===== src/rtl/sat_clause_loader.sv =====
// Front-end for the brute-force 3-SAT solver. It buffers clauses from a valid/ready
// stream, replays them in column-major nibble order, runs the solver and latches the verdict.
module sat_clause_loader #(
  parameter int NUM_CLAUSES      = 16,
  parameter int LOG2_NUM_CLAUSES = 4,
  parameter int LIT_BITS         = 4
) (
  input  logic                  clk,
  input  logic                  reset_n,
  input  logic                  in_valid,
  output logic                  in_ready,
  input  logic [3*LIT_BITS-1:0] in_clause,
  input  logic                  in_last,
  output logic                  sat_reset,
  output logic                  sat_load,
  output logic                  sat_run,
  output logic [LIT_BITS-1:0]   sat_data,
  input  logic                  sat_done,
  input  logic                  sat_sol,
  input  logic [3:0]            sat_x,
  output logic                  busy,
  output logic                  result_valid,
  output logic                  result_sat,
  output logic [3:0]            result_x
);

  localparam int CNT_W = LOG2_NUM_CLAUSES + 1;
  localparam int PTR_W = LOG2_NUM_CLAUSES + 2;
  localparam int CL_W  = 3 * LIT_BITS;

  typedef enum logic [2:0] {IDLE, COLLECT, STREAM, RUN, DONE} state_t;

  state_t                        state;
  logic [CL_W-1:0]               clause_buf [NUM_CLAUSES];
  logic [CNT_W-1:0]              count;
  logic [PTR_W-1:0]              ptr;
  logic                          hold;

  logic                          accept;
  logic                          last_slot;
  logic [LOG2_NUM_CLAUSES-1:0]   wr_addr;
  logic [PTR_W-1:0]              ptr_next;
  logic [1:0]                    col_next;
  logic [LOG2_NUM_CLAUSES-1:0]   row_next;
  logic [CL_W-1:0]               src_clause;
  logic [LIT_BITS-1:0]           next_nibble;

  assign accept    = in_valid && in_ready;
  assign last_slot = (count == CNT_W'(NUM_CLAUSES - 1));
  assign wr_addr   = (state == DONE) ? '0 : count[LOG2_NUM_CLAUSES-1:0];

  // NOTE: the clause buffer has no reset; rows at or above count are never read,
  // so stale contents are harmless and the array maps onto plain RAM.
  always_ff @(posedge clk) begin
    if (accept) clause_buf[wr_addr] <= in_clause;
  end

  // sat_data is registered, so the lookup is done one slot ahead of ptr.
  always_comb begin
    ptr_next    = ptr + 1'b1;
    col_next    = ptr_next[PTR_W-1 -: 2];
    row_next    = ptr_next[LOG2_NUM_CLAUSES-1:0];
    src_clause  = ({1'b0, row_next} < count) ? clause_buf[row_next] : clause_buf[0];
    next_nibble = '0;
    case (col_next)
      2'd1:    next_nibble = src_clause[LIT_BITS-1:0];
      2'd2:    next_nibble = src_clause[2*LIT_BITS-1:LIT_BITS];
      2'd3:    next_nibble = src_clause[3*LIT_BITS-1:2*LIT_BITS];
      default: next_nibble = '0;
    endcase
  end

  always_ff @(posedge clk or negedge reset_n) begin
    if (!reset_n) begin
      state        <= IDLE;
      count        <= '0;
      ptr          <= '0;
      hold         <= 1'b0;
      in_ready     <= 1'b1;
      sat_reset    <= 1'b1;
      sat_load     <= 1'b0;
      sat_run      <= 1'b0;
      sat_data     <= '0;
      busy         <= 1'b0;
      result_valid <= 1'b0;
      result_sat   <= 1'b0;
      result_x     <= '0;
    end else begin
      unique case (state)
        IDLE, COLLECT: begin
          if (accept) begin
            count <= count + 1'b1;
            if (in_last || last_slot) begin
              state     <= STREAM;
              ptr       <= '0;
              hold      <= 1'b0;
              in_ready  <= 1'b0;
              busy      <= 1'b1;
              sat_reset <= 1'b0;
              sat_load  <= 1'b1;
              sat_data  <= '0;
            end else begin
              state <= COLLECT;
            end
          end
        end

        STREAM: begin
          if (hold) begin
            // Leaving DONE straight into STREAM: one solver reset cycle precedes slot 0.
            hold      <= 1'b0;
            sat_reset <= 1'b0;
            sat_load  <= 1'b1;
            sat_data  <= '0;
          end else if (ptr == '1) begin
            state    <= RUN;
            sat_load <= 1'b0;
            sat_run  <= 1'b1;
            sat_data <= '0;
          end else begin
            ptr      <= ptr_next;
            sat_data <= next_nibble;
          end
        end

        RUN: begin
          if (sat_done) begin
            state        <= DONE;
            result_sat   <= sat_sol;
            result_x     <= sat_x;
            result_valid <= 1'b1;
            sat_run      <= 1'b0;
            busy         <= 1'b0;
            in_ready     <= 1'b1;
          end
        end

        DONE: begin
          if (accept) begin
            result_valid <= 1'b0;
            sat_reset    <= 1'b1;
            count        <= CNT_W'(1);
            if (in_last) begin
              state    <= STREAM;
              ptr      <= '0;
              hold     <= 1'b1;
              in_ready <= 1'b0;
              busy     <= 1'b1;
            end else begin
              state <= COLLECT;
            end
          end
        end

        default: state <= IDLE;
      endcase
    end
  end

endmodule


===== config.mk =====
export PLATFORM = sky130hd
export DESIGN_NAME = sat_clause_loader
export DESIGN_NICKNAME = d
export VERILOG_FILES = /design/src/rtl/sat_clause_loader.sv
export SDC_FILE = /design/constraint.sdc
export NUM_CORES = 1
export LEC_CHECK = 0
export CAP_MARGIN = 30
export CORE_MARGIN = 2
export CORE_UTILIZATION = 30
export CTS_CLUSTER_SIZE = 24
export DETAILED_ROUTE_END_ITERATION = 10
export PLACE_DENSITY = 0.44
export SLEW_MARGIN = 20
export SYNTH_ARGS = -nofsm -noshare
export SYNTH_HDL_FRONTEND = slang
export SYNTH_SLANG_ARGS = --single-unit
export TNS_END_PERCENT = 5

===== constraint.sdc =====
create_clock -name clk -period 3.27 [get_ports clk]
set_input_delay 0.654 -clock clk [delete_from_list [all_inputs] [get_ports clk]]
set_output_delay 0.654 -clock clk [all_outputs]
set_load 0.05 [all_outputs]

# Yosys cells after proc, flatten, opt, wreduce, memory -nomap -nowiden
# Memories as Yosys holds them, arrays and structs flattened.
# Index checks and enable logic that the tools add are counted.
[totals]
reg_bits = 30
memories = 1
ram_bits = 192
elab_cells = 109
output_inout_bits = 15
[memory_table]
columns = ["name", "words", "width", "rd", "rd_ports_with_merged_regs", "write_ports", "line", "rtl"]
rows = [
  ["clause_buf", 16, 12, 2, 0, 1, "34", "logic [CL_W-1:0] clause_buf [NUM_CLAUSES];"],
]
[classes]
magnitude_cmp = 1
add_sub_neg = 2
n_reduce_logical = 21
n_mux = 52
n_eq_ne = 19
[ops]
columns = ["operator", "n"]
rows = [
  ["2-to-1 mux 6 bit", 6],
  ["2-to-1 mux 4 bit", 5],
  ["2-to-1 mux 1 bit", 19],
  ["!= test 2 bit, second input constant", 9],
  ["one-hot mux 6 bit (3 select lines)", 1],
  ["2-to-1 mux 3 bit", 5],
  ["AND reduction 5 bit", 3],
  ["2-to-1 mux 12 bit", 1],
  ["one-hot mux 1 bit (3 select lines)", 4],
  ["one-hot mux 3 bit (4 select lines)", 1],
  ["one-hot mux 4 bit (3 select lines)", 1],
  ["2-to-1 mux 5 bit", 2],
  ["one-hot mux 5 bit (2 select lines)", 1],
  ["AND reduction 3 bit", 3],
  ["one-hot mux 4 bit (2 select lines)", 1],
  ["AND reduction 4 bit", 2],
  ["nonzero test 2 bit", 4],
  ["AND reduction 7 bit", 1],
  ["adder 6 x 1 -> 6 bit, second input constant", 1],
  ["== test 3 x 2 -> 1 bit, second input constant", 2],
  ["== test 6 bit, second input constant", 1],
  ["one-hot mux 1 bit (2 select lines)", 3],
  ["AND reduction 6 bit", 1],
  ["nonzero test 3 bit", 2],
  ["14 further kinds", 16],
]

# Depth between registers and ports, before layout
# Gate-level depths: netlist of the first run.
[logic_depth]
depth_word = 7
mapped_depth = 12
ltp_nobuf = 10

# Worst setup path before layout of the first run
# OpenSTA, ideal clock, no wires.
[synth_path]
kind = "register to register"
from = "register ptr[1]"
to = "register sat_data[0]"
arrival_time_ps = 2561
setup_ps = 136
stages_incl_launch_ff = 13
setup_slack_ps = 573
n_path_buf = 3
cell_sequence = "dfrtp_1 ha_1 buf_6 xnor2_4 inv_4 buf_4 buf_2 ha_1 o21ai_0 a211o_1 or3_1 o2111ai_1 a32oi_1"
[synth_between]
elab_chain_len = 7
elab_cells_between_ends = 12
[synth_lines]
columns = ["element", "line", "rtl"]
rows = [
  ["start, declared", "36", "logic [PTR_W-1:0] ptr;"],
  ["start signal, assigned", "121", "ptr <= ptr_next;"],
  ["adder 6 x 1 -> 6 bit", "60", "ptr_next = ptr + 1'b1;"],
  ["memory read (16 x 12 bit) or < comparator 4 x 5 -> 1 bit (tied branches)", "n/a", ""],
  ["2-to-1 mux 12 bit", "63", "src_clause = ({1'b0, row_next} < count) ? clause_buf[row_next] : clause_buf[0];"],
  ["one-hot mux 4 bit (3 select lines)", "65", "case (col_next)"],
  ["2-to-1 mux 4 bit *", "115", "end else if (ptr == '1) begin"],
  ["2-to-1 mux 4 bit *", "109", "if (hold) begin"],
  ["one-hot mux 4 bit (2 select lines) *", "89", "unique case (state)"],
  ["end signal, assigned", "122", "sat_data <= next_nibble;"],
  ["end, declared", "17", "output logic [LIT_BITS-1:0] sat_data,"],
]
# Every way passes the cells marked *; elsewhere a longest branch is shown, timed or not.
# A chain may end at the register's enable or synchronous reset.

# Worst setup path in the final report of the first run
[layout_path]
from = "register ptr[1]"
to = "register sat_data[1]"
# The elaborated chain is that of the path after synthesis.

==> flow_results.org, run 1 <==
** Status
- Run status :: completed

** Setup path
- Data required, critical path :: 3.65 ns
- In this run the critical register-to-register path is launched from ptr[1].
- Worst setup EP type :: flop
- STA classifies the critical path startpoint as a flop.
- The endpoint identified for the worst register-to-register timing path is sat_data[1].
- The critical path starts at ptr[1].
- Worst Reg2Reg Path Length in Cells :: 9
- Critical Path End :: sat_data[1]
- On the critical path, the stage with the largest delay is an instance of dfrtp_1.
- Category of the most critical setup path :: reg2reg
- Slowest cell delay on critical path :: between 0.4 and 0.5 ns
- Critical-path cell list :: ha_2, xnor2_4, inv_4, ha_1, o21ai_0, a211oi_1, buf_4, a2111oi_1, a32oi_1
- Biggest fanout along the worst timing path :: 28
- In this run the register-to-register setup slack is ~0.4 ns.
- At the worst endpoint, the arrival time is 3.26 ns.

** STA
- Measured against its own limit, the worst slew margin works out to a little under half.
- Setup repair after global routing left no endpoint under its margin.
- Final count of pins violating max slew :: 0
- Summed over all failing endpoints, the final setup total negative slack is 0 ns.
- Final hold vios :: 0
- Setup violations remaining at the end of the flow were counted as 0.
- Tightest Pin Transition :: ~0.80 ns
- Tmin final :: 2.876 ns
- The clock arrives with 0.01963 ns of skew.
- Upper clock frequency limit :: 347.7 MHz
- In the finished design, the share of the clock period the worst path needs comes to 87.95%.

** Final layout
- # diodes :: 0
- Once layout is done, the placed cells without fillers occupy 11050 µm².
- The post-route netlist has 18.61% of its cells at a drive strength greater than 1.
- Layout Nets :: 671
- Synth-to-Final Area Change :: 17.93%
- Fill cells in the final layout number 2886.
- For this run, the share of the core covered by cells in the final layout is 36.04%.

** GRT
- Global routing consumed, over all layers together, roughly 14% of the routing resources.
- Met2 Resource Use GR :: between 20% and 30%
- Global route overflow :: 0
- The layer flagged by global routing as most heavily used is met2.
- Number of antenna violations at the first check in global routing :: 0
- The via count of the first global-routing pass is about 5500.
- Global-route met3 utilization :: 2.016%
- In the global route stage, met1 resource usage came out at 20.43%.
- Wire length of the first global-routing pass :: 35380 µm
- Maximum number of pins on one net before global-route repair :: 31

** Yosys
- Among all cell types in the netlist, the one instantiated most often is edfxtp_1.
- Cell types with the largest area share after synthesis :: edfxtp_1 (62%), mux4_2 (9.6%), dfrtp_1 (7.5%)
- Part of the Yosys area used for sequential elements :: 69.54%
- In the synthesized netlist the dominant register cell turns out to be edfxtp_1.
- Synth async-reset ratio :: 13.51%
- Ranked by instance count, the synthesized netlist is headed by edfxtp_1 (192), nand2_1 (60), mux4_2 (40), nor2_1 (34), dfrtp_1 (28).
- Mean Syn Cell Area :: 16.13 µm²
- Syn. warnings :: 0
- Summed instance area of the synthesized netlist :: 9374 µm²
- Syn_nets :: 609
- In the synthesized netlist, the number of instances is 581.
- Of the post-synthesis cell area, the dominant cell type holds ~62%.
- Counting distinct cell types in the post-synthesis netlist gives 55.
- Synthesis inferred 222 register bits.
- Count of flip-flops with a built-in enable after synthesis :: ~190
- The synthesized design spends more area on one cell type than any other, namely edfxtp_1.

** Placement
- At the end of routability-driven placement, the weighted congestion stood at 0.7595.
- Placed cell areas :: 10300 µm²
- Final HPWL DP :: around 15000 µm
- Port-buffer cells :: 36

** Detailed routing
- Vias after detailed routing :: 5372
- Aggregate routed wire length :: 23240 µm
- Avg WL per Cell :: ~22 µm
- Total iterations of the first detailed-routing run :: 5
- Final routed DRC violation total :: 0
- In this run the remaining antenna-violating nets after routing total 0.
- Dividing the detail-routed via count by the number of cells gives 5.082.
- For this block, the initial DRC count from the detailed router was 459.

** Floorplanning
- The die covers 32680 µm².
- The floorplan step set the die width to about 180 µm.
- Die height :: 180.8 µm
- Pin placement for this block handled 37 I/O pins.
- The floorplan has 64 rows.
- Total core area :: 30670 µm²
- Effective utilization at floorplan :: between 30 and 40%

** Power and ir drop
- For this design the ratio of total power to cell area is just under 900 nW/µm².
- Leakage :: 3.662 nW
- Maximum resistive drop on vdd :: between 0.3 and 0.4 mV

** Clock tree
- Num CTS Buffers :: 25
- The number of setup buffers added after CTS is 0.
- In this run the number of H-tree levels came out at 1.
- The clock reaches the later pin of the worst-skew pair after around 0.54 ns.
- Clk pin slew, worst setup/hold paths :: 0.06 ns
- Counting along the longest clock path gives a buffer depth of 3.
- CTS placed an instance of clkbuf_16 at the clock tree root.
- Number of clock sinks seen by CTS :: 222
- Cts-stage hold buffer count :: 0
- Clock tree from TritonCTS :: yes

** Job
- Across the run, the number of max-cap violations was 0.

** Hold path
- Type of the most critical hold path :: reg2reg
-- how the worst min path moves through the flow --
stage	startpoint	endpoint	depth (start not counted)
final	busy	busy	1
after CTS	busy	busy	1
after global routing	busy	busy	1
after detailed placement	busy	busy	1
after global placement	busy	busy	1
after floorplan	reset_n	busy	0
-- kinds of logic (layout without fill, tap and decap cells) --
kind of cell	Yosys count	in the layout	share of synthesized area, %
compound gates	88	88	6.234
xor+xnor	4	4	0.5740
fa+ha+maj	6	6	0.8008
buf+inv	40	120	2.443
flops	222	222	69.54
mux	71	71	13.03
simple gates	150	150	7.381
-- stage by stage --
step / setup slack, ns / total power [mW] / hold slack [ns] / instances
after global routing: 0.1353 / 10.27 / 0.4921 / 1057
after CTS: 0.1952 / 9.861 / 0.4874 / 1057
after detailed placement: 0.2099 / 7.244 / 0.4741 / 1012
after floorplan: 0.5732 / 6.134 / 0.3584 / 581
final: 0.3940 / 9.732 / 0.4831 / 1057
after global placement: 0.2609 / 7.211 / 0.4597 / 1012
-- worst max-delay path, delay by kind of cell (launching register included) --
family / cells / cell delay (ns)
flip-flops: 1 / 0.47
XOR/XNOR: 1 / 0.12
buffers and inverters: 2 / 0.55
adder cells (fa/ha/maj): 2 / 0.69
AO/OA/AOI/OAI: 4 / 0.89
-- registers in the layout, indices dropped and copies added (netlist names) --
register,count
result_x,4
sat_load,1
clause_buf,192
sat_data,4
sat_reset,1
count,5
in_ready,1
result_sat,1
state,3
hold,1
busy,1
sat_run,1
ptr,6
result_valid,1
-- layer usage --
layer	routed length (µm)	vias to the layer above
met1	10870	2774
met3	1073	43
met4	505	0
li1	-	2415
met2	10790	140
met5	0	-
-- area by class of cell --
| class | count | area (µm²) | share of cell area [%] |
|---|---|---|---|
| sequential | 222 | 6520 | 58.98 |
| inverter | 11 | 43.79 | 0.3961 |
| clock buffer | 28 | 636.9 | 5.761 |
| clock inverter | 17 | 117.6 | 1.064 |
| timing repair buffer | 64 | 595.6 | 5.388 |
| multi-input combinational | 319 | 2645 | 23.93 |
| tap | 396 | 495.5 | 4.482 |
-- repair_timing --
action,in CTS,in global routing
endpoints found under the setup margin,0,1
hold endpoints to repair,0,0
gates resized for setup,0,1
-- cells in the final DEF, fill, tap and decap left out, types with 6 or more instances in the layout --
cell	n
a31oi_1	7
a32oi_1	8
edfxtp_1	192
nand3_1	12
clkinv_1	8
clkdlybuf4s50_1	36
buf_4	26
nor2_1	34
clkbuf_16	25
nor3_1	15
mux2_2	7
o21ai_0	18
mux2i_1	23
dfrtp_1	27
inv_1	10
mux4_2	40
nand2_1	60
a21oi_1	19
o31ai_1	6
clkinv_2	6
-- power by group --
part / total [mW] / internal [mW] / switching (mW)
sequential: 3.60 / 3.36 / 0.239
clock: 2.60 / 1.48 / 1.12
combinational: 3.53 / 1.46 / 2.07
total: 9.73 / 6.30 / 3.43
Power figures use the tool's default switching activity.
==> inputs of run 2 (changes only) <==
Settings changed: ABC_AREA from default to 1, CORE_UTILIZATION 30 to 51, PLACE_DENSITY 0.44 to 0.68.
==> run 2 against run 1 <==
Effect of this change: synthesized area increased by 3.2%; core utilization increased by 24 points; global-route usage increased by 8.3 points; sequential cell count unchanged; via count increased by 23%; wire length decreased by 6.4%; first-iteration DRC count increased by 19%; die area decreased by 39%; cell count increased by 15%; synthesized cell count increased by 57%; worst hold slack got worse by 0.045 ns; sequential share of layout area decreased by 0.41 points; critical path type unchanged; largest cell class unchanged; largest power group unchanged.
==> flow_results.org, run 2 <==
** Floorplanning
- Row Count :: 50 (-22%)
- The top-level port count was 37 (unchanged).
- The floorplan core area came to 18640 µm² (-39%).
- The width of the die came to 141.7 µm (-22%).
- Effective utilization at floorplan :: 51.87% (+21 points)
- The total die area was 20080 µm² (-39%).
- The height of the die was 141.7 µm (-22%).

** Clock tree
- The number of gates given a new drive strength after cts was 0 (unchanged).
- Num CTS Buffers :: 24 (-4.0%)
- Post-CTS setup buffers :: 0 (unchanged)
- Clock tree from TritonCTS :: yes
- Clk pin slew, worst setup/hold paths :: 0.06 ns (about the same)
- The maximum count of clock buffers along a single path is 3 (unchanged).
- Number of clock sinks seen by CTS :: 222 (unchanged)
- Depth of the CTS H-tree :: 1 (unchanged)
- Root buffer cell :: clkbuf_16
- Clock latency reported for the late side of the worst-skew pair :: 0.52 ns (-0.02 ns)
- The post-cts hold buffer count came to 0 (unchanged).

** Job
- Count of maximum capacitance violations :: 0 (unchanged)

** Detailed routing
- The total wire length is 21750 µm (-6.4%).
- The number of routed nets with antenna violations was 0 (unchanged).
- The via density per instance came to 5.457 (+7.4%).
- The number of iterations in the first detailed-routing pass is 5 (unchanged).
- The average wire length per cell after detail routing was 17.93 µm (-18%).
- The first-iteration detailed-routing DRC count was 545 (+19%).
- Final routed DRC violation total :: 0 (unchanged)
- Vias after detailed routing :: 6619 (+23%)

** Yosys
- In the synthesized netlist the dominant register cell turns out to be edfxtp_1.
- Post-synth top cells :: nand2_1 (279), edfxtp_1 (192), nand3_1 (188), inv_1 (64), nor2_1 (44)
- The warning count from the yosys run is 0 (unchanged).
- Sorting the synthesized cells by area gives the leading types as edfxtp_1 (60%), nand2_1 (11%), nand3_1 (9.7%).
- Cell taking the most area after synthesis :: edfxtp_1
- Part of the Yosys area used for sequential elements :: 67.41% (-2.1 points)
- The mean instance size in the synthesized netlist came to 10.62 µm² (-34%).
- The proportion of netlist area held by the largest area contributor was 59.62% (-1.9 points).
- Number of distinct library cells after synthesis :: 40 (-27%)
- Synth async-reset ratio :: 13.51% (unchanged)
- The synthesized net count is 939 (+54%).
- Summed instance area of the synthesized netlist :: 9671 µm² (+3.2%)
- Dominant cell by count in the synthesized netlist :: nand2_1
- The number of instances in the synthesized netlist was 911 (+57%).
- Number of synthesized register bits :: 222 (unchanged)
- Count of flip-flops with a built-in enable after synthesis :: 192 (unchanged)

** Setup path
- Data required, critical path :: 3.67 ns (+0.02 ns)
- STA classifies the critical path endpoint as a flop.
- Worst Reg2Reg Path Length in Cells :: 14 (+5)
- The most critical setup path has its startpoint at ptr[2].
- By startpoint and endpoint, the worst setup path is classified as reg2reg.
- The worst-case register-to-register setup slack came to 0.59 ns (+0.20 ns).
- Capture instance of the worst register-to-register path :: sat_data[0]
- The worst register-to-register path begins at ptr[2].
- Setup crit start kind :: flop
- Arrival @ worst endpoint :: 3.08 ns (-0.18 ns)
- Biggest fanout along the worst timing path :: 14 (-50%)

** Placement
- Port-buffer cells :: 36 (unchanged)
- Final HPWL DP :: 13440 µm (-11%)
- Routability congestion estimate from global placement :: 0.8426 (+11%)

** Final layout
- Top register by number of flip-flops :: clause_buf
- Layout Nets :: 990 (+48%)
- The core utilization of the finished layout is 59.73% (+24 points).
- Most frequent standard cell in the layout excluding fill and tap cells :: nand2_1
- The proportion of layout cells with a drive suffix above 1 came to 8.478% (-10 points).
- From synthesis to final layout, the design area changed by 15.15%.
- The largest registers in the layout are clause_buf: 192 flops, ptr: 6 flops, count: 5 flops.
- In the layout the commonest cells are nand2_1 (279), edfxtp_1 (192), nand3_1 (188).
- Max FFs per register :: 192 (unchanged)
- The number of antenna repair diodes is 0 (unchanged).
- Filler cell count :: 1487 (-48%)

** STA
- The clock skew is 0.01775 ns (-0.001881 ns).
- Final count of pins violating max slew :: 0 (unchanged)
- Final hold vios :: 0 (unchanged)
- The worst max-slew margin expressed relative to the limit was 42.31% (-3.9 points).
- The worst hold margin came to 0.4379 ns (-0.04524 ns).
- The minimum clock period after layout is 2.680 ns (-0.1958 ns).
- The total setup violations reported at the end of the flow came to 0 (unchanged).
- Tightest Pin Transition :: 0.8654 ns (+0.06293 ns)
- Setup repair after global routing left no endpoint under its margin.
- The final cycle utilization of the critical path was 81.96% (-6.0 points).
- Aggregate negative setup slack :: 0 ns (unchanged)
- The maximum operating frequency came to 373.1 MHz (+7.3%).

** Power and ir drop
- The areal power density over the cells is 525.7 nW/µm² (-40%).
- Maximum resistive drop on vdd :: 0.4198 mV (+5.0%)
- The static leakage power came to 4.340 nW (+19%).

** GRT
- Layer with the highest usage :: met2
- The global routing met3 resource utilization is 3.341% (+1.3 points).
- Vias in the first global route :: 6576 (+19%)
- Wire length of the first global-routing pass :: 35170 µm (-0.59%)
- The largest net degree at the start of global routing is 79 (+150%).
- The number of antenna violations at the first check in global routing came to 0 (unchanged).
- Overall Global Routing Usage :: 22.60% (+8.3 points)
- Global route overflow :: 0 (unchanged)
- Met1 track demand over resource :: 31.40% (+11 points)
- Met2 Resource Use GR :: 37.58% (+15 points)

** Status
- The run finished with clean final reports.

** Hold path
- Type of the most critical hold path :: in2async
run 2: changes by cell type in the layout (fill, tap and decap cells not counted), moves of 6 or more:
cell	delta
nor2_1	+10
nand2_1	+219
mux2i_1	-23
a21oi_1	-12
a32oi_1	-8
a31oi_1	-6
mux4_2	-40
nand3_1	+176
inv_1	+54
nor3_1	-9
mux2_2	-7
run 2: final cells by class:
class	instances	area (µm²)	share of cell area (%)
Clock inverter	10	137.6	1.236
Multi-Input combinational cell	583	2678	24.04
Tap cell	234	292.8	2.629
Sequential cell	222	6523	58.57
Timing Repair Buffer	62	588.1	5.281
Clock buffer	33	644.4	5.787
Inverter	69	272.8	2.449
run 2: through the flow:
stage | setup slack (ns) | std cells | power (mW) | area (µm²)
after floorplan | 1.005 | 911 | 3.162 | 9671
after global placement | 0.6737 | 1169 | 3.240 | 10330
after detailed placement | 0.6388 | 1170 | 3.241 | 10350
after CTS | 0.6261 | 1213 | 5.899 | 11140
after global routing | 0.3221 | 1213 | 6.015 | 11140
final | 0.5898 | 1213 | 5.854 | 11140
run 2: worst max-delay path by stage:
stage                   to  slack, ns  cells past startpoint
2_1_floorplan  sat_data[0]       1.01                     12
3_3_place_gp   sat_data[0]       0.67                     12
3_5_place_dp   sat_data[3]       0.64                     13
4_1_cts        sat_data[3]       0.63                     14
5_1_grt        sat_data[0]       0.32                     14
6_report       sat_data[0]       0.59                     14
run 2: critical path, cell delays in order, from the launching register on:
cell      delay, ns
dfrtp_1        0.50
nand2_2        0.10
clkinv_2       0.09
nand3_1        0.08
nand2_2        0.27
inv_2          0.21
ha_1           0.33
nand2_1        0.06
or2_2          0.29
o211ai_1       0.23
nand2_1        0.11
nor2_1         0.11
nor2_1         0.04
o21ai_1        0.08
nand2_1        0.05
run 2: power breakdown:
part	switching, mW	total [mW]	internal [mW]
Sequential	0.00171	3.08	3.08
Combinational	0.0648	0.0970	0.0322
Clock	1.06	2.67	1.62
Total	1.12	5.85	4.73
run 2: kinds of logic (layout without fill, tap and decap cells):
logic type      Yosys count  after routing  synth area share, %
simple gates            535            535                24.19
flops                   222            222                67.41
buf+inv                 106            174                4.929
compound gates           40             40                2.355
fa+ha+maj                 6              6               0.7763
xor+xnor                  2              2               0.3365
run 2: layer usage:
layer  wire (µm)  vias up  share of wire, %
met2       10500      180                48
li1            -     3214                 -
met3        1159       42               5.3
met1        9521     3183                44
met4         569        0               2.6
met5           0        -                 0
==> inputs of run 3 (changes only) <==
Clock period 3.27 ns to 2.6 ns, I/O delays scaled along.
==> run 3 against run 2 <==
Effect of this change: clock power rose by 19%; register-to-register slack worse by 0.51 ns; critical path type unchanged; cell count is 0.49% higher; sequential cell count stayed put; worst hold slack lost 0.034 ns; sequential share of layout area down 0.20 points; maximum frequency is 6.3% higher.
==> flow_results.org, run 3 (synthesized netlist as in run 2, its figures left out) <==
** Final layout
- Max FFs per register :: 192 (unchanged)
- Largest regs :: clause_buf: 192 flops, ptr: 6 flops, count: 5 flops
- The sequential cell area was 6523 µm² (unchanged).
- The library cell used most frequently in the layout, excluding fill and tap cells, is nand2_1.
- Synth-to-Final Area Change :: 15.55%
- The area of combinational cells with multiple inputs is 2678 µm² (unchanged).
- Share of cells above drive strength 1 :: 9.442% (+0.96 points)
- Filler cell count :: 1516 (+2.0%)
- The summed area of non-filler cells in the final layout was 11170 µm² (+0.35%).
- The count of placed standard cells in the final layout, fillers left out is 1219 (+0.49%).
- Leaving out fill and tap cells, the most frequent cells in the layout are nand2_1 (279), edfxtp_1 (192), nand3_1 (188).
- Top register by number of flip-flops :: clause_buf
- The count of nets after finishing came to 999 (+0.91%).
- The core utilization of the finished layout was 59.94% (+0.21 points).
- # diodes :: 0 (unchanged)

** Power and ir drop
- The areal power density over the cells came to 642.9 nW/µm² (+22%).
- Overall power consumption :: 7.184 mW (+23%)
- The worst supply voltage drop on vdd was 0.5881 mV (+40%).
- Leakage :: 4.379 nW (+0.88%)

** Placement
- Port-buffer cells :: 36 (unchanged)
- Final HPWL DP :: 13500 µm (+0.49%)
- The instance area at placement was 10440 µm² (+0.82%).
- Number of placed instances with taps included :: 1179 (+0.77%)
- Routability congestion estimate from global placement :: 0.8925 (+5.9%)
- Post-Place Setup Slack :: 0.2347 ns (-0.4041 ns)

** Setup path
- Among all stages on the critical path, the largest delay is contributed by dfrtp_4.
- Capture instance of the worst register-to-register path :: sat_data[0]
- Setup slack of the worst register-to-register path :: 0.08 ns (-0.51 ns)
- Tracing the worst setup path back leads to its startpoint at ptr[0].
- The critical path is of the reg2reg type.
- On the critical path the largest part of the delay comes from simple AND/OR/NAND/NOR gates.
- Slowest cell delay on critical path :: 0.52 ns (+0.02 ns)
- Critical Path End :: sat_data[0]
- The data arrival time at the worst-slack endpoint was 2.92 ns (-0.16 ns).
- The maximum fanout encountered on the critical timing path came to 6 (-8).
- The worst setup path is launched from a flop.
- The cell count along the critical path came to 11 (-3).
- The startpoint identified for the worst register-to-register timing path is ptr[0].
- The number of cell instances on the worst register-to-register path is 11 (-3).
- Worst setup EP type :: flop
- The signal on the critical path passes through ha_2, xor2_2, ha_1, a21oi_1, or2_2, o211ai_1, nand2_1, nor2_1, nor2_1, o21ai_1, nand2_1.
- The required time of the worst setup path is 2.99 ns (-0.68 ns).
- Buffers & Inverters on Critical Path :: 0 (-2)

** STA
- Setup repair after global routing missed its margin :: false
- The final hold violation count is 0 (unchanged).
- Tmin final :: 2.521 ns (-0.1588 ns)
- The worst hold margin was 0.4038 ns (-0.03404 ns).
- The minimum setup slack in the final design was 0.07859 ns (-0.5112 ns).
- Largest clock skew in the final design :: 0.01837 ns (+0.0006228 ns)
- The final cycle utilization of the critical path came to 96.98% (+15 points).
- The setup TNS after final layout is 0 ns (unchanged).
- Finish-stage setup viols :: 0 (unchanged)
- Final count of pins violating max slew :: 0 (unchanged)
- The maximum operating frequency came to 396.6 MHz (+6.3%).
- Tightest Pin Transition :: 0.6800 ns (-0.1854 ns)
- The worst max-slew margin expressed relative to the limit was 54.67% (+12 points).

** Detailed routing
- The first-iteration detailed-routing DRC count was 560 (+2.8%).
- Vias after detailed routing :: 6723 (+1.6%)
- Total iterations of the first detailed-routing run :: 5 (unchanged)
- Antenna-violating nets left :: 0 (unchanged)
- Avg WL per Cell :: 18.32 µm (+2.2%)
- The total wire length was 22330 µm (+2.7%).
- The number of remaining DRC errors is 0 (unchanged).
- The via density per instance is 5.515 (+1.1%).

** GRT
- The overall track demand over capacity in global routing is 22.87% (+0.27 points).
- The number of antenna violations at the first check in global routing came to 0 (unchanged).
- The met1 demand-to-capacity share in global routing is 31.76% (+0.36 points).
- Met2 Resource Use GR :: 37.58% (unchanged)
- Global route overflow :: 0 (unchanged)
- Vias in the first global route :: 6457 (-1.8%)
- The global routing met3 resource utilization came to 3.712% (+0.37 points).
- Wire length of the first global-routing pass :: 35300 µm (+0.37%)
- met2 is the most crowded layer.
- Maximum number of pins on one net before global-route repair :: 100 (+27%)

** Clock tree
- Cts-stage hold buffer count :: 0 (unchanged)
- Clk pin slew, worst setup/hold paths :: 0.06 ns (about the same)
- Clk buf depth :: 3 (unchanged)
- Root buffer cell :: clkbuf_16
- Depth of the CTS H-tree :: 1 (unchanged)
- The clock insertion delay at the later pin of the skew report was 0.52 ns (about the same).
- The number of setup buffers added after CTS was 0 (unchanged).
- The number of gates given a new drive strength after cts is 0 (unchanged).
- TritonCTS built the clock tree.
- The number of clock sinks seen by CTS was 222 (unchanged).
- Num CTS Buffers :: 24 (unchanged)

** Floorplanning
- Row Count :: 50 (unchanged)
- I/O pin count :: 37 (unchanged)
- The total die area came to 20080 µm² (unchanged).
- Total core area :: 18640 µm² (unchanged)
- The width of the die is 141.7 µm (unchanged).
- Die height :: 141.7 µm (unchanged)
- Effective utilization at floorplan :: 51.87% (unchanged)

** Status
- Run status :: completed

** Hold path
- Type of the most critical hold path :: in2async

** Job
- Count of maximum capacitance violations :: 0 (unchanged)
-- run 3: worst min path at each step --
| stage | start | end |
|---|---|---|
| floorplan | reset_n | busy |
| global placement | result_x[2] | result_x[2] |
| detailed placement | result_x[2] | result_x[2] |
| CTS | reset_n | result_x[1] |
| global route | reset_n | result_x[1] |
| finish | reset_n | result_x[1] |
-- run 3: layout make-up --
| type | count | share of cell area [%] |
|---|---|---|
| clock inverter | 7 | 0.6382 |
| clock buffer | 33 | 5.946 |
| timing repair buffer | 71 | 6.024 |
| multi-input combinational | 583 | 23.96 |
| inverter | 69 | 2.441 |
| tap | 234 | 2.620 |
| sequential | 222 | 58.37 |
-- run 3: where the power goes --
group	total, mW	internal (mW)	switching, mW
Clock	3.19	1.87	1.31
Sequential	3.88	3.88	0.00255
Combinational	0.118	0.0395	0.0785
-- run 3: layer usage --
layer | routed length, µm | up-vias
met3 | 1566 | 39
met2 | 10620 | 227
met1 | 9636 | 3227
li1 | - | 3230
met4 | 507 | 0
met5 | 0 | -
